[config.mk]
export PLATFORM = sky130hd
export DESIGN_NAME = muldiv_sequencer_flat
export DESIGN_NICKNAME = d
export VERILOG_FILES = /design/src/rtl/riscv_pkg.sv /design/src/rtl/muldiv_sequencer_if.sv /design/src/rtl/muldiv_step.sv /design/src/rtl/muldiv_sequencer.sv /design/src/flat_wrapper.sv
export SDC_FILE = /design/constraint.sdc
export NUM_CORES = 1
export LEC_CHECK = 0
export ABC_CLOCK_PERIOD_IN_PS = 5450
export BUFFER_PORTS_ARGS = -buffer_cell sky130_fd_sc_hd__buf_2
export CAP_MARGIN = 20
export CORE_MARGIN = 2
export CORE_UTILIZATION = 63
export CTS_CLUSTER_DIAMETER = 60
export DETAILED_ROUTE_END_ITERATION = 16
export GPL_TIMING_DRIVEN = 1
export PLACE_DENSITY = 0.86
export SLEW_MARGIN = 25
export SYNTH_ARGS = -nofsm -noshare
export SYNTH_HDL_FRONTEND = slang
export SYNTH_SLANG_ARGS = --single-unit
[constraint.sdc]
create_clock -name clk -period 5.45 [get_ports clk]
set_input_delay 0 -clock clk [delete_from_list [all_inputs] [get_ports clk]]
set_output_delay 0 -clock clk [all_outputs]
set_load 0.02 [all_outputs]
[src/rtl/riscv_pkg.sv]
// Shared RV32 definitions for the M-extension sequencer: funct3 codes,
// opcode fields, sequencer state encoding and an operand magnitude helper.
package riscv_pkg;

    localparam int XLEN = 32;

    localparam logic [6:0] OPCODE_OP     = 7'b0110011;
    localparam logic [6:0] FUNCT7_MULDIV = 7'b0000001;

    localparam logic [2:0] F3_MUL    = 3'd0;
    localparam logic [2:0] F3_MULH   = 3'd1;
    localparam logic [2:0] F3_MULHSU = 3'd2;
    localparam logic [2:0] F3_MULHU  = 3'd3;
    localparam logic [2:0] F3_DIV    = 3'd4;
    localparam logic [2:0] F3_DIVU   = 3'd5;
    localparam logic [2:0] F3_REM    = 3'd6;
    localparam logic [2:0] F3_REMU   = 3'd7;

    typedef enum logic [1:0] {
        IDLE = 2'd0,
        CALC = 2'd1,
        FIX  = 2'd2,
        DONE = 2'd3
    } seq_state_e;

    // Magnitude of an operand; unsigned operands pass through untouched.
    function automatic logic [XLEN-1:0] abs_val(input logic [XLEN-1:0] v, input logic is_signed);
        return (is_signed && v[XLEN-1]) ? (~v + 32'd1) : v;
    endfunction

endpackage

[src/rtl/muldiv_sequencer_if.sv]
// Pipeline-to-sequencer bus: M-op request from EX and the stall/result return path.
interface muldiv_sequencer_if;
    import riscv_pkg::*;

    logic            start;
    logic [2:0]      funct3;
    logic [XLEN-1:0] rs1_val;
    logic [XLEN-1:0] rs2_val;
    logic            flush;
    logic            stall;
    logic            busy;
    logic            done;
    logic [XLEN-1:0] result;

    modport master (
        output start, funct3, rs1_val, rs2_val, flush,
        input  stall, busy, done, result
    );

    modport slave (
        input  start, funct3, rs1_val, rs2_val, flush,
        output stall, busy, done, result
    );

endinterface

[src/rtl/muldiv_step.sv]
// One combinational iteration: shift-add multiply step or restoring divide step
// on the shared 65-bit accumulator {carry/rem-sign, hi, lo}.
module muldiv_step
    import riscv_pkg::*;
(
    input  logic              is_div,
    input  logic [2*XLEN:0]   acc_in,
    input  logic [XLEN-1:0]   operand,
    output logic [2*XLEN:0]   acc_out,
    output logic              q_bit
);

    logic [XLEN:0] sum_s;
    logic [XLEN:0] shifted_s;
    logic [XLEN:0] diff_s;

    // Single multiply or divide iteration selected by mode.
    always_comb begin
        sum_s     = {(XLEN+1){1'b0}};
        shifted_s = {(XLEN+1){1'b0}};
        diff_s    = {(XLEN+1){1'b0}};
        q_bit     = 1'b0;
        acc_out   = acc_in;
        if (is_div) begin
            // Remainder lives in the high half, dividend/quotient in the low half.
            shifted_s = {acc_in[2*XLEN-1:XLEN], acc_in[XLEN-1]};
            diff_s    = shifted_s - {1'b0, operand};
            q_bit     = ~diff_s[XLEN];
            acc_out   = {(q_bit ? diff_s : shifted_s), acc_in[XLEN-2:0], q_bit};
        end else begin
            sum_s   = acc_in[2*XLEN:XLEN] + (acc_in[0] ? {1'b0, operand} : {(XLEN+1){1'b0}});
            acc_out = {1'b0, sum_s, acc_in[XLEN-1:1]};
        end
    end

endmodule

[src/rtl/muldiv_sequencer.sv]
// Iterative RV32M multiply/divide controller for the EX stage: latches operand
// magnitudes and sign, runs 32 iterations, fixes the sign and presents the result.
module muldiv_sequencer
    import riscv_pkg::*;
(
    input  logic                clk,
    input  logic                reset,
    muldiv_sequencer_if.slave   bus
);

    seq_state_e        state_r;
    seq_state_e        state_s;
    logic [4:0]        cnt_r;
    logic [2:0]        f3_r;
    logic              neg_r;
    logic [XLEN-1:0]   operand_r;
    logic [2*XLEN:0]   acc_r;
    logic [XLEN-1:0]   result_r;
    logic              busy_r;
    logic              done_r;
    logic              stall_s;

    logic              in_div_s;
    logic              a_signed_s;
    logic              b_signed_s;
    logic              div0_s;
    logic              ovf_s;
    logic              special_s;
    logic              neg_s;
    logic [XLEN-1:0]   a_mag_s;
    logic [XLEN-1:0]   b_mag_s;
    logic [XLEN-1:0]   special_res_s;
    logic [2*XLEN-1:0] prod_s;
    logic [XLEN-1:0]   fix_res_s;
    logic [2*XLEN:0]   step_acc_s;
    logic              step_q_s;

    muldiv_step u_step (
        .is_div  (f3_r[2]),
        .acc_in  (acc_r),
        .operand (operand_r),
        .acc_out (step_acc_s),
        .q_bit   (step_q_s)
    );

    // Request decode: signedness, special divides and latched result sign.
    always_comb begin
        in_div_s   = bus.funct3[2];
        a_signed_s = in_div_s ? ~bus.funct3[0]
                              : ((bus.funct3 == F3_MULH) || (bus.funct3 == F3_MULHSU));
        b_signed_s = in_div_s ? ~bus.funct3[0] : (bus.funct3 == F3_MULH);
        div0_s     = in_div_s && (bus.rs2_val == 32'h0000_0000);
        ovf_s      = in_div_s && ~bus.funct3[0] && (bus.rs1_val == 32'h8000_0000)
                     && (bus.rs2_val == 32'hFFFF_FFFF);
        special_s  = div0_s || ovf_s;
        a_mag_s    = abs_val(bus.rs1_val, a_signed_s);
        b_mag_s    = abs_val(bus.rs2_val, b_signed_s);
        // Remainder follows the dividend sign only; everything else XORs both.
        if (in_div_s && bus.funct3[1]) begin
            neg_s = a_signed_s && bus.rs1_val[XLEN-1];
        end else begin
            neg_s = (a_signed_s && bus.rs1_val[XLEN-1]) ^ (b_signed_s && bus.rs2_val[XLEN-1]);
        end
        if (div0_s) begin
            special_res_s = bus.funct3[1] ? bus.rs1_val : 32'hFFFF_FFFF;
        end else begin
            special_res_s = bus.funct3[1] ? 32'h0000_0000 : 32'h8000_0000;
        end
    end

    // Sign fix and output select applied in FIX.
    always_comb begin
        prod_s = neg_r ? (~acc_r[2*XLEN-1:0] + 64'd1) : acc_r[2*XLEN-1:0];
        case (f3_r)
            F3_MUL:                      fix_res_s = prod_s[XLEN-1:0];
            F3_MULH, F3_MULHSU, F3_MULHU: fix_res_s = prod_s[2*XLEN-1:XLEN];
            F3_DIV, F3_DIVU:             fix_res_s = neg_r ? (~acc_r[XLEN-1:0] + 32'd1)
                                                           : acc_r[XLEN-1:0];
            F3_REM, F3_REMU:             fix_res_s = neg_r ? (~acc_r[2*XLEN-1:XLEN] + 32'd1)
                                                           : acc_r[2*XLEN-1:XLEN];
            default:                     fix_res_s = 32'h0000_0000;
        endcase
    end

    // FSM next-state; flush wins over start and over the final iteration.
    always_comb begin
        state_s = state_r;
        case (state_r)
            IDLE: begin
                if (bus.flush)      state_s = IDLE;
                else if (bus.start) state_s = special_s ? DONE : CALC;
                else                state_s = IDLE;
            end
            CALC: begin
                if (bus.flush)              state_s = IDLE;
                else if (cnt_r == 5'd0)     state_s = FIX;
                else                        state_s = CALC;
            end
            FIX: begin
                if (bus.flush) state_s = IDLE;
                else           state_s = DONE;
            end
            DONE:    state_s = IDLE;
            default: state_s = IDLE;
        endcase
    end

    // FSM outputs; stall is the only combinational output.
    always_comb begin
        stall_s = ~bus.flush && (((state_r == IDLE) && bus.start)
                                 || (state_r == CALC) || (state_r == FIX));
    end

    // State register with registered busy/done derived from the next state.
    always_ff @(posedge clk or negedge reset) begin
        if (!reset) begin
            state_r <= IDLE;
            busy_r  <= 1'b0;
            done_r  <= 1'b0;
        end else begin
            state_r <= state_s;
            busy_r  <= (state_s == CALC) || (state_s == FIX);
            done_r  <= (state_s == DONE);
        end
    end

    // Datapath: operand/sign latch, iteration, counter and result write.
    always_ff @(posedge clk or negedge reset) begin
        if (!reset) begin
            cnt_r     <= 5'd0;
            f3_r      <= 3'd0;
            neg_r     <= 1'b0;
            operand_r <= 32'h0000_0000;
            acc_r     <= 65'd0;
            result_r  <= 32'h0000_0000;
        end else begin
            case (state_r)
                IDLE: begin
                    if (bus.start && !bus.flush) begin
                        f3_r      <= bus.funct3;
                        neg_r     <= neg_s;
                        cnt_r     <= 5'd31;
                        operand_r <= in_div_s ? b_mag_s : a_mag_s;
                        acc_r     <= {33'd0, (in_div_s ? a_mag_s : b_mag_s)};
                        if (special_s) begin
                            result_r <= special_res_s;
                        end
                    end
                end
                CALC: begin
                    if (!bus.flush) begin
                        acc_r <= step_acc_s;
                        cnt_r <= (cnt_r == 5'd0) ? 5'd0 : (cnt_r - 5'd1);
                    end
                end
                FIX: begin
                    if (!bus.flush) begin
                        result_r <= fix_res_s;
                    end
                end
                default: begin
                    cnt_r <= cnt_r;
                end
            endcase
        end
    end

    assign bus.stall  = stall_s;
    assign bus.busy   = busy_r;
    assign bus.done   = done_r;
    assign bus.result = result_r;

endmodule

[src/flat_wrapper.sv]
// flat-port wrapper written by rule: the top's interface ports become plain ports
module muldiv_sequencer_flat import riscv_pkg::*;
  (clk, reset, bus_start, bus_funct3, bus_rs1_val, bus_rs2_val, bus_flush, bus_stall, bus_busy, bus_done, bus_result);
  muldiv_sequencer_if bus_i ();
  input  logic clk;
  input  logic reset;
  input wire logic [$bits(bus_i.start)-1:0] bus_start;
  input wire logic [$bits(bus_i.funct3)-1:0] bus_funct3;
  input wire logic [$bits(bus_i.rs1_val)-1:0] bus_rs1_val;
  input wire logic [$bits(bus_i.rs2_val)-1:0] bus_rs2_val;
  input wire logic [$bits(bus_i.flush)-1:0] bus_flush;
  output wire logic [$bits(bus_i.stall)-1:0] bus_stall;
  output wire logic [$bits(bus_i.busy)-1:0] bus_busy;
  output wire logic [$bits(bus_i.done)-1:0] bus_done;
  output wire logic [$bits(bus_i.result)-1:0] bus_result;
  assign bus_i.start = bus_start;
  assign bus_i.funct3 = bus_funct3;
  assign bus_i.rs1_val = bus_rs1_val;
  assign bus_i.rs2_val = bus_rs2_val;
  assign bus_i.flush = bus_flush;
  assign bus_stall = bus_i.stall;
  assign bus_busy = bus_i.busy;
  assign bus_done = bus_i.done;
  assign bus_result = bus_i.result;
  muldiv_sequencer u_core (.clk(clk), .reset(reset), .bus(bus_i));
endmodule
# Yosys cells after proc, flatten, opt, wreduce, memory -nomap -nowiden

Cells that the tools add are included.

Add/subtract/negate cells: 8
Equality and inequality tests: 21
Muxes and demuxes: 35
Bitwise operators: 9
Reduce and logical (&&, ||, !) cells: 28

Operators by type and width:

| operator                                             | count |
|---|---|
| two-way mux 32 bit                                   | 13 |
| two-way mux 65 bit                                   | 3 |
| one-hot mux 65 bit (2 select lines)                  | 1 |
| adder 32 x 1 -> 32 bit (second input constant)       | 4 |
| inverter 32 bit                                      | 4 |
| one-hot mux 32 bit (4 select lines)                  | 1 |
| adder 64 x 1 -> 64 bit (second input constant)       | 1 |
| equality test 32 bit (second input constant)         | 2 |
| two-way mux 64 bit                                   | 1 |
| inverter 64 bit                                      | 1 |
| one-hot mux 32 bit (2 select lines)                  | 1 |
| adder 33 x 32 -> 33 bit                              | 1 |
| two-way mux 33 bit                                   | 1 |
| subtractor 33 x 32 -> 33 bit                         | 1 |
| zero test 32 bit                                     | 1 |
| two-way mux 5 bit                                    | 3 |
| equality test 3 bit (second input constant)          | 4 |
| two-way mux 2 bit                                    | 6 |
| logical AND 1 bit                                    | 10 |
| one-hot mux 5 bit (2 select lines)                   | 1 |
| equality test 3 x 2 -> 1 bit (second input constant) | 3 |
| equality test 2 bit (second input constant)          | 4 |
| one-hot mux 2 bit (4 select lines)                   | 1 |
| equality test 3 x 1 -> 1 bit (second input constant) | 2 |
| other kinds (18)                                     | 31 |

Bits in registers: 142
Input bits: 71
Output and inout bits: 35
Logic and storage cells: 110

# Logic depth before layout (Yosys ltp)

Depth in word-level cells: 11
Depth in mapped cells: 19
Mapped depth without buffers: 17

# By module

Synthesis repeated with hierarchy kept, for this count alone.

Cells, all modules: 2007
Area, all modules: 15368.5 um2

Modules (own cells, without submodules):

| module           | instances | cells an instance | area an instance (um2) | sequential area each (um2) |
|---|---|---|---|---|
| muldiv_sequencer | 1         | 1373              | 10855.4                | 3553.4 |
| muldiv_step      | 1         | 634               | 4513.1                 | 0.0 |

# Worst setup path before layout

Ideal clock, no wire load.

Path kind: register to register
Start: register u_core.acc_r[31]
End: register u_core.acc_r[63]
Setup time: 0.121 ns
Arrival: 3.895 ns
Required time: 5.329 ns
Path slack: 1.434 ns
Cell stages (with the launch flop): 19
Path buffers: 2
Clock period less this slack: 4.016 ns
Path through: dfrtp_1 clkinv_1 ha_1 fa_1 nand2b_1 a2111oi_0 o21bai_1 nand2_1 a221oi_1 o2111ai_1 a21o_1 a21o_1 ha_1 clkbuf_1 buf_1 nand3_1 o211ai_1 o211ai_1 a22o_1

Longest elaborated chain between the ends: 5

Ends and longest elaborated chain:

| element                             | line                    | RTL |
|---|---|---|
| start, declared                     | muldiv_sequencer.sv:17  | `logic [2*XLEN:0] acc_r;` |
| start signal, assigned              | muldiv_sequencer.sv:144 | `acc_r <= {33'd0, (in_div_s ? a_mag_s : b_mag_s)};` |
| start signal, assigned              | muldiv_sequencer.sv:152 | `acc_r <= step_acc_s;` |
| subtractor 33 x 32 -> 33 bit        | muldiv_step.sv:27       | `diff_s = shifted_s - {1'b0, operand};` |
| two-way mux 33 bit                  | muldiv_step.sv:29       | `acc_out = {(q_bit ? diff_s : shifted_s), acc_in[XLEN-2:0], q_bit};` |
| two-way mux 65 bit                  | muldiv_step.sv:24       | `if (is_div) begin` |
| two-way mux 65 bit                  | muldiv_sequencer.sv:151 | `if (!bus.flush) begin` |
| one-hot mux 65 bit (2 select lines) | muldiv_sequencer.sv:137 | `case (state_r)` |

No other way between the ends. The select of a mux whose other input is x is not followed.
A chain may end at the register's enable or synchronous reset.

# Worst setup path in the final report

Start: register u_core.acc_r[31]
End: register u_core.acc_r[36]

Same word-level chain as after synthesis.

==> results.cfg <==
[setup_path]
rrSetupSlack_ns = 0.52
critPathCaptureType = flop
cpMaxStageDelayCell = a2111oi_0
crit_required_ns = 5.74
critical_path_arrival_ns = 5.22
path_cells = clkinv_1 -> ha_1 -> fa_1 -> nand2b_1 -> a2111oi_0 -> o21bai_1 -> nand2_1 -> a221oi_1 -> o2111ai_1 -> a21o_1 -> a21o_1 -> ha_1 -> buf_4 -> mux2_2 -> a21oi_1 -> o21ai_0
reg2reg_depth = 16
critPathLaunchType = flop
critical-path-max-stage-delay_ns = 0.68
path_class = reg2reg
cp_max_fo = 23
reg2reg_from = u_core.acc_r[31]
r2r-end = u_core.acc_r[36]

[logic_synthesis]
ys_types = 81
synth.top_cell.area_share_pct = 23.89
synthTopCellsByArea = dfrtp_1, o21ai_0, ha_1
ys_seq_area_share_pct = 23.89
synth_top_area_cell = dfrtp_1
syn_inst = 1969
synth_ff_type = dfrtp_1
synth_warnings = 0
ys_async_sr_fraction_pct = 100.0
ys_ff_latch = 142
synthesis.area_sq_mm = 0.01487
synth_edf_count = 0
syn_avg_cell_area_sq_um = 7.554
synth_nets = 2114

[cts]
cts_tree = built
ctsResizeCount = 0
cts_setup_buffers = 0
cts_sinks = 142
clkTransAtPathRegs_ns = 0.08
cts_max_path_buffers = 2
clkLatencyLatePin_ns = 0.45
cts-root-buf = clkbuf_16
h-tree-depth = 4
ctsHoldBuffers = 11
cts_inserted_buffers = 17

[global_routing]
grt_pass1_wl_microns = 87020
use_met2_pct = 67.76
use_met1_pct = 61.16
grt.busiest_layer = met2
met3_usage_pct = 12.87
antenna_found_initial = 2
overflow = 0
grt_pass1_vias = 14810
grt_max_degree = 98
track_usage_pct = 46.49

[timing]
rsz0062_at_grt = false
worstMarginPinSlew_ns = 0.9892
slew_headroom_pct = 33.81
setup_viol = 0
final.setup.tns_ns = 0
finClkSkew_ns = 0.01513
fin_crit_sh_pct = 90.42
whs_ns = -0.003756
hold_viol_final = 1
fmax_ghz = 0.2029
drv_slew = 0
period_minus_slack_ns = 4.928
fin_ws_ns = 0.5219

[layout]
area_growth_pct = 10.07
fin_nets = 2163
drive_gt1_share_pct = 11.47

[floorplanning]
start_util_pct = 63.74
num_io_pins = 106
fp.dieH_microns = 157.7
row_count = 56
chipWidth_microns = 157.7
die_area_sq_mm = 0.02485
fp.coreArea_sq_mm = 0.02333

[detailed_routing]
vias = 16380
dr.pass1.iters = 7
remaining_drc_errors = 0
routedWlPerCell_microns = 24.75
postRouteAntennaNets = 0
drt_iter0_markers = 2381
drt_wl_total_microns = 58180
avgViaCountPerCell = 6.968

[pwr]
powerDensity_mw_per_mm2 = 454.9
leakagePower_nw = 6.971
ir_drop_mv = 0.2636

[status]
status = finished, violations left
violations = hold timing

[place]
port_buffers = 105
gp_congestion = 1.044
pre_cts_ws_ns = 0.5788
hpwl_microns = 44350

[worst_hold_path]
holdPathEnd = u_core.state_r[0]
hold_path_class = in2reg
worstHoldPathCells = 3
hold_path.startpoint = bus_start

[run]
drv_cap = 0
==> cells in the mapped netlist, types with 13 or more instances <==
master      n
nor2_1    198
o21ai_0   186
a21oi_1   179
nand2_1   163
dfrtp_1   142
clkbuf_1  110
xnor2_1    82
xor2_1     81
ha_1       72
inv_1      70
mux2i_1    53
nand3_1    41
nor3_1     38
a211oi_1   31
a21o_1     30
o31ai_1    30
a31oi_1    25
nand4_1    22
o211ai_1   22
nor4_1     21
o22ai_1    21
o41ai_1    19
nand2b_1   18
or3_1      18
nor2b_1    17
or4_1      17
and3_1     15
mux2_2     13
o21a_1     13
==> cell usage in the layout, fill, tap and decap left out, types with 38 or more instances in the layout <==
| cell | count |
|---|---|
| nand2_1 | 163 |
| buf_4 | 46 |
| inv_1 | 70 |
| nor2_1 | 197 |
| o21ai_0 | 185 |
| nor3_1 | 38 |
| mux2i_1 | 53 |
| nand3_1 | 41 |
| dfrtp_1 | 140 |
| xnor2_1 | 82 |
| a21oi_1 | 179 |
| buf_2 | 104 |
| ha_1 | 72 |
| xor2_1 | 81 |
==> critical path: cells and delay by family (launching register included) <==
| kind | cells | cell delay [ns] |
|---|---|---|
| buffers and inverters | 2 | 0.54 |
| and+or+nand+nor | 2 | 0.43 |
| muxes | 1 | 0.36 |
| adders and majority gates | 3 | 1.30 |
| AOI/OAI and AO/OA | 8 | 1.78 |
| DFF | 1 | 0.35 |
==> power by group <==
group          internal [mW]  switching [mW]
combinational           1.66            2.84
clock                  0.627           0.600
sequential              1.29           0.436
==> kinds of logic (layout without fill, tap and decap cells) <==
group | count (synthesis) | in the layout | synth area share (%)
compound gates | 694 | 694 | 29.91
simple gates | 625 | 625 | 20.32
buf+inv | 205 | 267 | 5.401
xor+xnor | 163 | 163 | 9.599
flops | 142 | 142 | 23.89
fa+ha+maj | 74 | 74 | 6.326
mux | 66 | 66 | 4.551
other cells | 0 | 1 | 0
==> sequential cells by signal, indices dropped and copies added (netlist names) <==
signal             count
u_core.state_r         2
u_core.bus.done        1
u_core.bus.busy        1
u_core.neg_r           1
u_core.cnt_r           5
u_core.operand_r      32
u_core.acc_r          65
u_core.f3_r            3
u_core.bus.result     32
==> how the worst max path moves through the flow <==
stage | slack (ns) | end | from | depth (start not counted)
floorplan | 1.43 | u_core.acc_r[63] | u_core.acc_r[31] | 18
global placement | 0.70 | u_core.acc_r[36] | u_core.acc_r[31] | 16
detailed placement | 0.58 | u_core.acc_r[36] | u_core.acc_r[31] | 16
CTS | 0.53 | u_core.acc_r[36] | u_core.acc_r[31] | 16
global route | 0.21 | u_core.acc_r[36] | u_core.acc_r[31] | 16
finish | 0.52 | u_core.acc_r[36] | u_core.acc_r[31] | 16
==> metrics by stage <==
stage / hold WS (ns) / total power, mW / cell area (sq um) / std cells / utilization, %
after global routing: 0.01799 / 7.818 / 16370 / 2350 / 70.15
after floorplan: -0.2956 / 4.667 / 14870 / 1969 / -
final: -0.003756 / 7.447 / 16370 / 2351 / 70.16
after detailed placement: 0.1355 / 5.997 / 15640 / 2307 / 67.03
after global placement: 0.1290 / 5.928 / 15640 / 2307 / 67.02
after CTS: 0.002148 / 7.242 / 16370 / 2350 / 70.15
==> cell type report <==
class / count / area (sq um)
clock inverter: 15 / 192.7
tap: 319 / 399.1
clock buffer: 17 / 425.4
timing repair buffer: 162 / 987.2
inverter: 73 / 274.0
sequential: 142 / 3556
antenna: 1 / 2.502
multi-input combinational: 1622 / 10530
fill: 2015 / 6962
==> routing by layer <==
| layer | vias to the layer above | wire length [microns] |
|---|---|---|
| met5 | - | 13 |
| met4 | 2 | 4224 |
| met3 | 254 | 7397 |
| met2 | 1151 | 24530 |
| met1 | 7622 | 22020 |
| li1 | 7353 | - |
No activity file was read; power rests on OpenSTA's default activity.
